--- src/rtl/dac_pkg.sv ---
// Shared DAC-bus types and constants for the MD+ audio output stage.
// MDP_I2S_LJ_EN selects left-justified serial framing instead of standard I2S.
package dac_pkg;

  localparam int PH_BITS     = 9;
  localparam int FRAME_TICKS = 512;
  localparam int SLOT_BITS   = 16;

  typedef struct packed {
    logic               clk;
    logic [PH_BITS-1:0] phase;
    logic               next_sample;
  } dac_bus_t;

  // Bit carried by a given BCLK slot of one channel half.
  function automatic logic serial_bit(input logic [SLOT_BITS-1:0] word, input logic [4:0] slot);
    logic [4:0] idx;
`ifdef MDP_I2S_LJ_EN
    idx = 5'd15 - slot;
    return (slot < 5'd16) ? word[idx[3:0]] : 1'b0;
`else
    idx = 5'd16 - slot;
    return (slot >= 5'd1 && slot <= 5'd16) ? word[idx[3:0]] : 1'b0;
`endif
  endfunction

endpackage

--- src/rtl/mdp_i2s_nco.sv ---
// Fractional NCO: accumulates rate*2^PH_BITS per clk against CLK_HZ.
// tick is the combinational wrap strobe for this clk; the top registers it.
module mdp_i2s_nco #(
  parameter int CLK_HZ  = 50_000_000,
  parameter int PH_BITS = 9
) (
  input  logic        clk,
  input  logic        rst,
  input  logic [16:0] rate,
  output logic        tick
);

  localparam logic [31:0] LIMIT = 32'(CLK_HZ);

  logic [31:0] acc;
  logic [31:0] inc;
  logic [31:0] sum;

  assign inc  = 32'(rate) << PH_BITS;
  assign sum  = acc + inc;
  assign tick = (sum >= LIMIT);

  always_ff @(posedge clk) begin
    if (rst) begin
      acc <= '0;
    end else begin
      acc <= tick ? (sum - LIMIT) : sum;
    end
  end

endmodule

--- src/rtl/mdp_i2s_tx.sv ---
// I2S transmitter with NCO-derived frame timing; tick/phase/sdat are registered together.
// Build option MDP_I2S_LJ_EN switches to left-justified framing (MSB on the LRCK edge).
module mdp_i2s_tx
  import dac_pkg::*;
#(
  parameter int CLK_HZ = 50_000_000
) (
  input  logic                 clk,
  input  logic                 rst,
  input  logic                 snd_on,
  input  logic [16:0]          rate,
  input  logic signed [15:0]   snd_l,
  input  logic signed [15:0]   snd_r,
  output logic                 tick,
  output logic [PH_BITS-1:0]   phase,
  output logic                 next_sample,
  output logic                 i2s_mclk,
  output logic                 i2s_bclk,
  output logic                 i2s_lrck,
  output logic                 i2s_sdat
);

  logic                 wrap;
  dac_bus_t             bus;
  logic [15:0]          word_l;
  logic [15:0]          word_r;
  logic [15:0]          cur_l;
  logic [15:0]          cur_r;
  logic [15:0]          cur_word;
  logic [PH_BITS-1:0]   phase_nxt;
  logic                 sdat_nxt;
  logic                 sdat;

  mdp_i2s_nco #(
    .CLK_HZ  (CLK_HZ),
    .PH_BITS (PH_BITS)
  ) u_nco (
    .clk  (clk),
    .rst  (rst),
    .rate (rate),
    .tick (wrap)
  );

  // Bypass the latch so a wrap landing in the capture cycle still sends the new words.
  assign cur_l     = bus.next_sample ? snd_l : word_l;
  assign cur_r     = bus.next_sample ? snd_r : word_r;
  assign phase_nxt = bus.phase + 1'b1;
  assign cur_word  = phase_nxt[PH_BITS-1] ? cur_r : cur_l;
  assign sdat_nxt  = snd_on & serial_bit(cur_word, phase_nxt[7:3]);

  always_ff @(posedge clk) begin
    if (rst) begin
      bus    <= '0;
      word_l <= '0;
      word_r <= '0;
      sdat   <= 1'b0;
    end else begin
      bus.clk         <= wrap;
      bus.next_sample <= wrap && (phase_nxt == PH_BITS'(FRAME_TICKS - 1));
      if (wrap) begin
        bus.phase <= phase_nxt;
        if (phase_nxt[2:0] == 3'd0) begin
          sdat <= sdat_nxt;
        end
      end
      if (bus.next_sample) begin
        word_l <= snd_l;
        word_r <= snd_r;
      end
    end
  end

  assign tick        = bus.clk;
  assign phase       = bus.phase;
  assign next_sample = bus.next_sample;
  assign i2s_mclk    = bus.phase[0];
  assign i2s_bclk    = bus.phase[2];
  assign i2s_lrck    = bus.phase[PH_BITS-1];
  assign i2s_sdat    = sdat;

endmodule

--- config.mk ---
export PLATFORM = sky130hd
export DESIGN_NAME = mdp_i2s_tx
export DESIGN_NICKNAME = d
export VERILOG_FILES = /design/src/rtl/dac_pkg.sv /design/src/rtl/mdp_i2s_nco.sv /design/src/rtl/mdp_i2s_tx.sv
export SDC_FILE = /design/constraint.sdc
export NUM_CORES = 1
export LEC_CHECK = 0
export ABC_AREA = 1
export BUFFER_PORTS_ARGS = -buffer_cell sky130_fd_sc_hd__buf_4
export CAP_MARGIN = 20
export CORE_MARGIN = 4
export CORE_UTILIZATION = 50
export DETAILED_ROUTE_END_ITERATION = 6
export GPL_ROUTABILITY_DRIVEN = 0
export GPL_TIMING_DRIVEN = 0
export PLACE_DENSITY = 0.66
export SYNTH_ARGS = -nofsm -noshare
export SYNTH_HDL_FRONTEND = slang
export SYNTH_SLANG_ARGS = --single-unit
--- constraint.sdc ---
create_clock -name clk -period 3.4 [get_ports clk]
set_input_delay 0.68 -clock clk [delete_from_list [all_inputs] [get_ports clk]]
set_output_delay 0.68 -clock clk [all_outputs]
set_load 0.01 [all_outputs]
* After elaboration in Yosys (flattened, before gate mapping) *
Index checks and enable logic that the tools add are counted.

storage, ports and cells
  output and inout bits = 15
  latch bits = 0
  logic and storage cells = 28
  bits in read-only memories = 0
  memories kept = 0
  bits in registers = 76
  memory bits (writable) = 0
  input port bits = 52

operators by class
  eq/ne operators = 1
  bitwise operators = 1
  multiply operators = 0
  shifts and indexed selects = 0
  divide/modulo/power cells = 0
  add/sub/neg operators = 4
  mux-type cells = 7
  magnitude comparators = 4
  reduce and logical (&&, ||, !) cells = 4

operators with widths
  cell                    count
  $mux 16                 3
  $add 32x26->32          1
  $ge 32x26->1 const B    1
  $mux 32                 1
  $sub 32x26->32 const B  1
  $add 9x1->9 const B     1
  $eq 9x9->1 const B      1
  $ge 5x1->1 const B      1
  $le 5x5->1 const B      1
  $lt 4x5->1 const B      1
  $bmux 1 s4              1
  $sub 1x4->4 const A     1
  $logic_not 3->1         1
  $logic_and 1x1->1       2
  $mux 1                  2
  $reduce_and 2->1        1
  $and 1x1->1             1

* Longest topological paths before layout *
Gate-level depths: netlist of run 1.

  depth after elaboration = 6
  gate-level depth with buffers = 22
  mapped depth without buffers = 22

* Modules after synthesis *
Synthesis of run 1 repeated with hierarchy kept, for this count alone.

unflattened totals
  cell total of the unflattened synthesis = 965
  area, all modules = 5609.1 sq um

by module, submodules not included
  module       instances  cells an instance  area an instance (sq um)  sequential area each (sq um)
  mdp_i2s_nco  1          586                3188.1                    500.5
  mdp_i2s_tx   1          379                2421.1                    880.8

* Worst setup path before layout of run 1 *
Ideal clock, no wire load.

  kind = input -> register
  start point = input port rate[0]
  end point = register, netlist name phase[3]
  data required time = 3.287 ns
  slack = 0.481 ns
  buffers on the path = 1
  arrival = 2.806 ns
  stages = 19
  setup time = 0.113 ns
  cells stage by stage = ha_1 inv_1 fa_1 inv_1 nand3_1 nand2_1 xor2_1 nand3_1 nor2_2 nand3_1 nand2_2 nand3_2 nand2_1 inv_2 nand2_8 inv_2 buf_6 nor2_1 nor2_1

on the way
  word-level cells in the longest chain between the ends = 2

RTL lines
  element          line               text
  start, declared  mdp_i2s_tx.sv:11   input logic [16:0] rate,
  $add 32x26->32   mdp_i2s_nco.sv:20  assign sum = acc + inc;
  $ge 32x26->1     mdp_i2s_nco.sv:21  assign tick = (sum >= LIMIT);

No other way between the ends.
A chain may end at the register's enable or synchronous reset.

* Worst setup path after layout of run 1 *
  start point = input port rate[0]
  end point = register u_nco.acc[28]

on the way
  word-level cells in the longest chain between the ends = 3
  elaborated cells on any way between the ends = 4
  those cells by class = add/sub (2); order compare (1); mux (1)

RTL lines
  element                                         line                                  text
  $add 32x26->32 (*)                              mdp_i2s_nco.sv:20
  $sub 32x26->32 or $ge 32x26->1 (tied branches)  mdp_i2s_nco.sv:27, mdp_i2s_nco.sv:21
  $mux 32 (*)                                     mdp_i2s_nco.sv:27                     acc <= tick ? (sum - LIMIT) : sum;
  end signal, assigned                            mdp_i2s_nco.sv:27
  end, declared                                   mdp_i2s_nco.sv:15                     logic [31:0] acc;

Every way passes the cells marked *; elsewhere a longest branch is shown, timed or not.

==> qor.csv, run 1 <==
metric,value,unit
Hold Crit Depth,2,
vias per inst,5.06,
reg2reg setup slack,0.38,ns
# hold bufs at CTS,0,
largest net degree at the start of global routing,12,
First-pass DRT Iterations,5,
Avg WL per Cell,12.9,µm
H-tree levels,3,
outcome,finished clean,
critical path type,in2reg,
asr flop ratio synth,0,%
share of layout cells above drive strength 1,12.6,%
syn nets,974,
Detail Route Antenna Nets,0,
row count,37,
Hold WC Path Type,reg2reg,
Clock Skew,0.0144,ns
Hold Path End,word_l[5],
sequential area share after synthesis,25.9,%
Main synth FF type,dfxtp_1,
endpoints failing setup,0,
RSZ-0062 raised after global routing,no,
Synth cell types,36,
syn avg cell area,5.94,µm²
IO Pins,67,
crit path max fanout,10,
nets,1050,
Final Critical Period,3.11,ns
Die Y,111,µm
CP Capture Type,flop,
Clock Tree Root,clkbuf_8,
Slew HR,64.0,%
Worst-path clk slew,0.08,ns
initial antenna violation count,0,
FF-to-FF Start,u_nco.acc[9],
grt ovf,0,
Post-synth EDFFs,0,
R2R depth,19,
PostCTS Resize Cnt,0,
clk_lat worst skew,0.35,ns
post-route insts no fill,1114,
Arrival @ worst endpoint,3.35,ns
postcts setup bufs,0,
most frequent cells in the layout,"nand2_1 (276), inv_1 (139), nor2_1 (112), nand3_1 (83), dfxtp_1 (69)",
Synth Cell Area,5320,µm²
fillers,1062,
dpl cells,1098,
Via Count,5637,
setup ws final,0.291,ns
Synth Register Bits,69,
Max Clk Rate,322,MHz
worst slew pin tran,0.540,ns
Tot Pwr,5.34,mW
Pins Over Slew Limit,0,
Syn Inst Count,897,
"Hold Vio Cnt, Final",0,
ant diodes,0,
first-pass GRT wire length,23900,µm
Peak VDD IR,0.000560,V
DIE AREA,12400,µm²
Port-buffer cells,65,
WL final,14400,µm
Initial Utilization,51.3,%
crit share post-route,91.5,%
hold path start,word_l[5],
CTS tree,done,
CP Launch Type,input port,
vias in the first global route,5356,
Min Hold Slack,0.500,ns
clock sinks,69,
P_leak,3.35,nW
pre-CTS WS,-0.0673,ns
Fin Setup TNS,0,ns
Die X-Extent,111,µm
DPL Wire Length,11800,µm
core box area,10400,µm²
DRT iter0 DRCs,368,
Clock Path Buffers,2,
"commonest non-fill, non-tap cell in the layout",nand2_1,
P&R area growth vs syn,16.0,%
# DRC,0,
Critical Path RT,3.64,ns
PD cells,864,nW/µm²
Syn. warnings,0,
Total GRT Usage,23.1,%
total CTS buffers,9,
max-cap violations,0,
reg2reg end,u_nco.acc[28],
==> through the flow <==
step | util [%] | instance area [µm²]
final | 59.5 | 6170
after floorplan | - | 5320
after CTS | 59.5 | 6170
after global routing | 59.5 | 6170
after detailed placement | 57.7 | 5980
after global placement | 57.7 | 5980
==> cell families (layout without fill, tap and decap cells) <==
family,Yosys count,after routing,synth area share (%)
AO/OA/AOI/OAI,84,84,8.79
XOR/XNOR,10,10,1.65
adder cells (fa/ha/maj),25,25,6.02
buffers and inverters,176,257,13.5
flip-flops,69,69,25.9
multiplexers,15,15,2.82
AND/OR/NAND/NOR,518,518,41.3
==> metal layers <==
metal | global-route usage (%) | vias to the layer above | share of wire (%)
met5 | 0 | - | 0
met2 | 41.0 | 163 | 48
li1 | - | 2961 | -
met1 | 28.4 | 2486 | 44
met4 | 7.70 | 0 | 2.5
met3 | 3.55 | 27 | 5.7
==> synth_stat cells (2+ instances only) <==
cell type | n | area (µm²)
buf_4 | 3 | 22.5
nor2_2 | 7 | 43.8
clkbuf_1 | 13 | 48.8
nand4_1 | 13 | 81.3
buf_2 | 2 | 10.0
o21ai_0 | 20 | 100
o31ai_1 | 2 | 15.0
xor2_1 | 9 | 78.8
nand3_1 | 83 | 415
nor2_1 | 112 | 420
dfxtp_1 | 69 | 1380
nand2_1 | 276 | 1040
inv_1 | 139 | 522
inv_2 | 10 | 37.5
ha_1 | 24 | 300
o21ai_1 | 10 | 50.1
nand3_2 | 3 | 30.0
nor3_1 | 10 | 50.1
buf_1 | 2 | 7.51
a21oi_1 | 35 | 175
buf_6 | 6 | 67.6
o211ai_1 | 14 | 105
nand2_2 | 8 | 50.1
mux2i_1 | 15 | 150
==> registers in the layout (all words and copies together), names as in the netlist <==
signal       flops
u_nco.acc       25
word_l          16
word_r          16
phase            9
i2s_sdat         1
next_sample      1
tick             1
==> power by group <==
| part | switching, mW | internal (mW) |
|---|---|---|
| Clock | 0.308 | 0.357 |
| Combinational | 2.27 | 1.27 |
| Sequential | 0.133 | 0.995 |
==> worst max-delay path: stages <==
cell	delay [ns]
buf_4	0.08
ha_1	0.21
inv_1	0.07
fa_1	0.38
inv_1	0.13
nand3_1	0.09
nand2_1	0.19
xor2_1	0.23
nand3_1	0.15
nor2_2	0.14
nand3_1	0.13
nand2_2	0.11
nand3_2	0.10
nand2_1	0.11
inv_2	0.09
nand2_8	0.10
buf_6	0.16
nand3_1	0.08
nand2_1	0.06
nor2_1	0.05
==> how the worst max path moves through the flow <==
stage | endpoint | depth (start not counted) | slack [ns] | start
5_1_grt | u_nco.acc[28] | 20 | 0.003 | rate[0]
2_1_floorplan | phase[3] | 19 | 0.48 | rate[0]
4_1_cts | u_nco.acc[28] | 20 | 0.27 | rate[0]
3_3_place_gp | u_nco.acc[28] | 20 | -0.04 | rate[0]
6_report | u_nco.acc[28] | 20 | 0.29 | rate[0]
3_5_place_dp | u_nco.acc[28] | 20 | -0.07 | rate[0]
==> cell type report <==
type	count	area, µm²	area share [%]
timing repair buffer	65	488	7.90
inverter	150	563	9.12
clock buffer	12	145	2.35
tap	136	170	2.76
clock inverter	4	47.5	0.770
multi-input combinational	652	3220	52.2
sequential	69	1380	22.4
buffer	26	156	2.53
No activity file was read; power rests on OpenSTA's default activity.
==> run 2: changes to the inputs <==
BUFFER_PORTS_ARGS = not set   (was -buffer_cell sky130_fd_sc_hd__buf_4)
DONT_BUFFER_PORTS = 1   (was not set)
PLACE_DENSITY = 0.61   (was 0.66)
==> qor.csv, run 2 (synthesis gave the netlist of run 1 again) <==
metric,value,unit
share of layout cells above drive strength 1,6.58,%
critical path type,reg2reg,
met1 Track Usage GR,28.7,%
Biggest register,u_nco.acc,
total CTS buffers,9,
Clock Skew,0.00977,ns
DRT iter0 DRCs,308,
Fin Setup TNS,0,ns
Die X-Extent,111,µm
hold path start,word_l[3],
Port-buffer cells,0,
vias per inst,5.19,
Avg WL per Cell,13.7,µm
H-tree levels,3,
Hold WC Path Type,reg2reg,
sw frac,52.7,%
max-cap violations,0,
Clock Tree Root,clkbuf_8,
GR met2 Demand/Resource,41.7,%
fin util,54.6,%
row count,37,
gr busiest metal,met2,
clk_lat worst skew,0.35,ns
CTS tree,done,
Initial Utilization,51.3,%
Largest register FFs,25,
ant diodes,0,
WL final,14400,µm
First-pass DRT Iterations,5,
P&R area growth vs syn,6.42,%
CP Launch Type,flop,
routing usage on met3,4.15,%
Min Hold Slack,0.495,ns
Via Count,5442,
"commonest non-fill, non-tap cell in the layout",nand2_1,
Slew HR,62.6,%
Tot Pwr,5.16,mW
setup ws final,0.424,ns
Total GRT Usage,23.5,%
first-pass GRT wire length,24100,µm
PD cells,911,nW/µm²
FF-to-FF Start,u_nco.acc[9],
Detail Route Antenna Nets,0,
initial antenna violation count,0,
switching pwr,2.72,mW
endpoints failing setup,0,
DIE AREA,12400,µm²
worst slew pin tran,0.560,ns
P_int,2.44,mW
R2R depth,20,
Max Clk Rate,336,MHz
P_leak,3.01,nW
core box area,10400,µm²
outcome,finished clean,
crit share post-route,87.5,%
pre-CTS WS,-0.0318,ns
crit path max fanout,10,
postcts setup bufs,0,
fillers,1075,
CP Capture Type,flop,
Worst-path clk slew,0.08,ns
sequential power share,22.4,%
Final Critical Period,2.98,ns
grt ovf,0,
Peak VDD IR,0.000515,V
most frequent cells in the layout,"nand2_1 (275), inv_1 (139), nor2_1 (112), nand3_1 (83), dfxtp_1 (69)",
RSZ-0062 raised after global routing,no,
# DRC,0,
DPL Wire Length,11600,µm
Crit. Startpoint,u_nco.acc[9],
combinational power share,66.1,%
nets,985,
Critical Path RT,3.65,ns
Largest regs,"u_nco.acc: 25 flops, word_l: 16 flops, word_r: 16 flops",
Hold Crit Depth,2,
clock sinks,69,
"Hold Vio Cnt, Final",0,
Die Y,111,µm
Clock power frac,11.5,%
Clock Path Buffers,2,
vias in the first global route,5285,
largest net degree at the start of global routing,12,
IO Pins,67,
Pins Over Slew Limit,0,
Arrival @ worst endpoint,3.23,ns
-- run 2: cell count changes in the layout (fill, tap and decap cells not counted), sizes merged --
cell / previous run / this run
clkbuf: 25 / 24
buf: 78 / 13
clkinvlp: 1 / 2
bufinv: 1 / 0
-- run 2: worst paths after layout --
path                                      end  slack [ns]
worst max-delay path            u_nco.acc[28]        0.42
worst max register to register  u_nco.acc[28]        0.42
worst min-delay path                word_l[3]        0.49
worst min register to register      word_l[3]        0.49
-- run 2: layer usage --
| metal | wire length [µm] | share of wire (%) |
|---|---|---|
| met5 | 0 | 0 |
| met4 | 340 | 2.4 |
| met1 | 6380 | 44 |
| met3 | 719 | 5.0 |
| met2 | 6940 | 48 |
-- run 2: final cells by class --
cell class / instances / area (µm²) / share of cell area [%]
Buffer: 26 / 156 / 2.76
Clock buffer: 11 / 141 / 2.50
Clock inverter: 4 / 25.0 / 0.442
Inverter: 150 / 563 / 9.94
Multi-Input combinational cell: 652 / 3230 / 57.0
Sequential cell: 69 / 1380 / 24.4
Tap cell: 136 / 170 / 3.00
-- run 2: per-stage QoR --
step | instances | cell area (µm²)
finish | 1048 | 5670
global route | 1048 | 5670
CTS | 1048 | 5660
detailed placement | 1033 | 5490
global placement | 1033 | 5490
floorplan | 897 | 5320
-- run 2: power by group through the flow --
| stage | clock (mW) | combinational (mW) | sequential, mW |
|---|---|---|---|
| floorplan | 0 | 2.69 | 1.12 |
| global placement | 0 | 3.29 | 1.17 |
| detailed placement | 0 | 3.35 | 1.18 |
| CTS | 0.611 | 3.37 | 1.16 |
| global route | 0.649 | 3.89 | 1.18 |
| finish | 0.593 | 3.41 | 1.16 |
-- run 2: repair_timing --
action,CTS,global route
resized for setup,0,2
hold buffers,0,0
endpoints found under the hold margin,0,0
setup endpoints to repair,0,18
-- run 2: worst max-delay path, stage by stage (launching register included) --
cell and delay, ns:
dfxtp_1 0.32, ha_2 0.21, inv_1 0.06, fa_1 0.38, inv_1 0.14, nand2_1 0.08
nand2_1 0.08, nand3_1 0.10, nand2_1 0.11, nand2_1 0.09, nand2_1 0.06, nand2_1 0.07
nand2_2 0.11, nand3_1 0.11, nor2_2 0.22, nand4_4 0.20, nand2_8 0.15, buf_6 0.17
nand3_1 0.08, nand2_1 0.07, nor2_1 0.05
==> run 3: changes to the inputs <==
CORE_UTILIZATION = 45   (was 50)
HOLD_SLACK_MARGIN = 0.12   (was not set)
PLACE_DENSITY = 0.56   (was 0.61)
SYNTH_HIERARCHICAL = 1   (was not set)
==> qor.csv, run 3 <==
metric,value,unit
setup ws final,0.211,ns
Max Clk Rate,314,MHz
area post-placement,5820,µm²
total CTS buffers,9,
max-cap violations,0,
FF-to-FF Start,u_nco/acc[9],
syn avg cell area,5.81,µm²
Synth Register Bits,69,
# DRC,0,
initial antenna violation count,0,
Die X-Extent,120,µm
Worst-path clk slew,0.06,ns
vias per inst,4.89,
ant diodes,0,
Avg WL per Cell,13.0,µm
Slowest cell on crit path,dfxtp_1,
gr busiest metal,met2,
Die Y,120,µm
# hold bufs at CTS,0,
CTS tree,done,
Tot Pwr,5.50,mW
grt ovf,0,
Via Count,5650,
Clock Tree Root,clkbuf_16,
Post-synth EDFFs,0,
Peak VDD IR,0.000315,V
IO Pins,67,
syn nets,1042,
"top cells by area, synth","dfxtp_1 (25%), nand2_1 (20%), inv_1 (12%), nand3_1 (8.6%), nor2_1 (7.4%)",
pre-CTS WS,-0.578,ns
"delay-heaviest family, CP",simple AND/OR/NAND/NOR gates,
reg2reg end,next_sample,
final instance area,6190,µm²
CP Capture Type,flop,
Final Critical Period,3.19,ns
Port-buffer cells,0,
Synth cell types,37,
share of layout cells above drive strength 1,10.3,%
Slew HR,60.7,%
critical path type,reg2reg,
worst slew pin tran,0.589,ns
met1 Track Usage GR,23.7,%
Largest register FFs,25,
row count,40,
Clock Path Buffers,2,
number of cells on the critical path,21,
Bufs and invs on worst path,3,
First-pass DRT Iterations,6,
dpl cells,1133,
crit path to,next_sample,
Crit path top cell by count,nand2_1,
"commonest non-fill, non-tap cell in the layout",nand2_1,
CP Launch Type,flop,
post-route insts no fill,1155,
PD cells,888,nW/µm²
Largest regs,"u_nco/acc: 25 flops, word_l: 16 flops, word_r: 16 flops",
core box area,12100,µm²
P_leak,3.00,nW
clk_lat worst skew,0.33,ns
vias in the first global route,5491,
Synth Cell Area,5610,µm²
reg2reg setup slack,0.21,ns
sequential area share after synthesis,24.6,%
DPL Wire Length,12200,µm
most frequent cells in the layout,"nand2_1 (293), inv_1 (175), nor2_1 (110), nand3_1 (95), dfxtp_1 (69)",
critical path's largest stage delay,0.37,ns
synth cell count leaders,"nand2_1 (295), inv_1 (175), nor2_1 (111), nand3_1 (96), dfxtp_1 (69)",
nets,1059,
clock sinks,69,
Detail Route Antenna Nets,0,
"count leader, synth",nand2_1,
Syn. warnings,6,
GR met2 Demand/Resource,38.3,%
endpoints failing setup,0,
crit path max fanout,12,
leading area contributor after synthesis,dfxtp_1,
DIE AREA,14300,µm²
WL final,15000,µm
Syn Inst Count,965,
Initial Utilization,46.3,%
Arrival @ worst endpoint,3.42,ns
asr flop ratio synth,0,%
Main synth FF type,dfxtp_1,
Biggest register,u_nco/acc,
routing usage on met3,4.67,%
outcome,finished clean,
CP cell instances,ha_4 > inv_1 > fa_2 > nand3b_1 > nand2_2 > nand2_1 > nand2_1 > nand2_1 > nand2_2 > nand3_2 > nor2_2 > nand2_1 > nand2_2 > nand2_2 > nor2_4 > nor2_4 > nand2_4 > buf_8 > clkbuf_8 > nand2_1 > nor4b_2,
DRT iter0 DRCs,276,
Pins Over Slew Limit,0,
RSZ-0062 raised after global routing,yes,
first-pass GRT wire length,24700,µm
Hold WC Path Type,reg2reg,
Critical Path RT,3.63,ns
top-area cell type share of the netlist area,24.6,%
R2R depth,21,
crit share post-route,93.8,%
largest net degree at the start of global routing,13,
Clock Skew,0.00647,ns
"Hold Vio Cnt, Final",0,
Total GRT Usage,21.1,%
H-tree levels,3,
P&R area growth vs syn,10.4,%
Crit. Startpoint,u_nco/acc[9],
run 3: changes by cell type after synthesis, sizes merged, moves of 4 or more:
cell,previous run,this run
nor3,11,5
mux2i,15,0
nand3b,0,4
o21ai,30,41
nor2,119,126
o211ai,14,0
nand2,285,319
nand4,14,9
inv,149,180
nand3,86,101
run 3: cell type report:
cell class                      count  area [µm²]
Timing Repair Buffer                6        45.0
Multi-Input combinational cell    688        3440
Clock buffer                       10         229
Fill cell                        1315        5920
Sequential cell                    69        1380
Buffer                             26         173
Clock inverter                      6        30.0
Inverter                          182         684
Tap cell                          168         210
run 3: metal layers:
layer  part of all wire, %  routed length, µm
met1                    43               6430
met2                    49               7340
met3                   4.9                729
met4                   3.1                471
met5                     0                  0
run 3: cells by family after synthesis:
group / after synthesis / synth area share (%)
XOR/XNOR: 11 / 1.72
AO/OA/AOI/OAI: 81 / 7.83
flip-flops: 69 / 24.6
buffers and inverters: 208 / 15.0
AND/OR/NAND/NOR: 571 / 45.1
adder cells (fa/ha/maj): 25 / 5.71
run 3: worst min-delay path, cell delays in order (launching register included):
cell	delay, ns
dfxtp_1	0.30
inv_1	0.04
o21ai_1	0.07
inv_1	0.05
nor2_1	0.03
run 3: power by group:
part | internal, mW | total, mW | leakage [nW] | switching [mW]
Sequential | 0.991 | 1.15 | 0.564 | 0.163
Combinational | 1.25 | 3.52 | 2.30 | 2.27
Clock | 0.485 | 0.827 | 0.136 | 0.342
run 3: worst min-delay path by stage:
stage	end	depth (start not counted)	slack [ns]	start
after floorplan	u_nco/acc[8]	2	0.48	u_nco/acc[8]
after global placement	u_nco/acc[7]	2	0.52	u_nco/acc[7]
after detailed placement	word_l[5]	4	0.52	word_l[5]
after CTS	word_l[5]	4	0.54	word_l[5]
after global routing	i2s_sdat	2	0.56	i2s_sdat
final	word_l[5]	4	0.53	word_l[5]
run 3: metrics by stage:
| stage | setup TNS, ns | utilization (%) | hold slack, ns |
|---|---|---|---|
| floorplan | 0 | - | 0.484 |
| global placement | -5.06 | 48.1 | 0.516 |
| detailed placement | -5.56 | 48.1 | 0.523 |
| CTS | 0 | 50.4 | 0.537 |
| global route | -0.0491 | 51.1 | 0.563 |
| finish | 0 | 51.1 | 0.532 |
run 3: what timing repair did:
action / CTS / global route
setup endpoints to repair: 10 / 12
pin swaps: 2 / 5
buffers inserted: 0 / 6
resized for setup: 6 / 9
cloned: 0 / 0
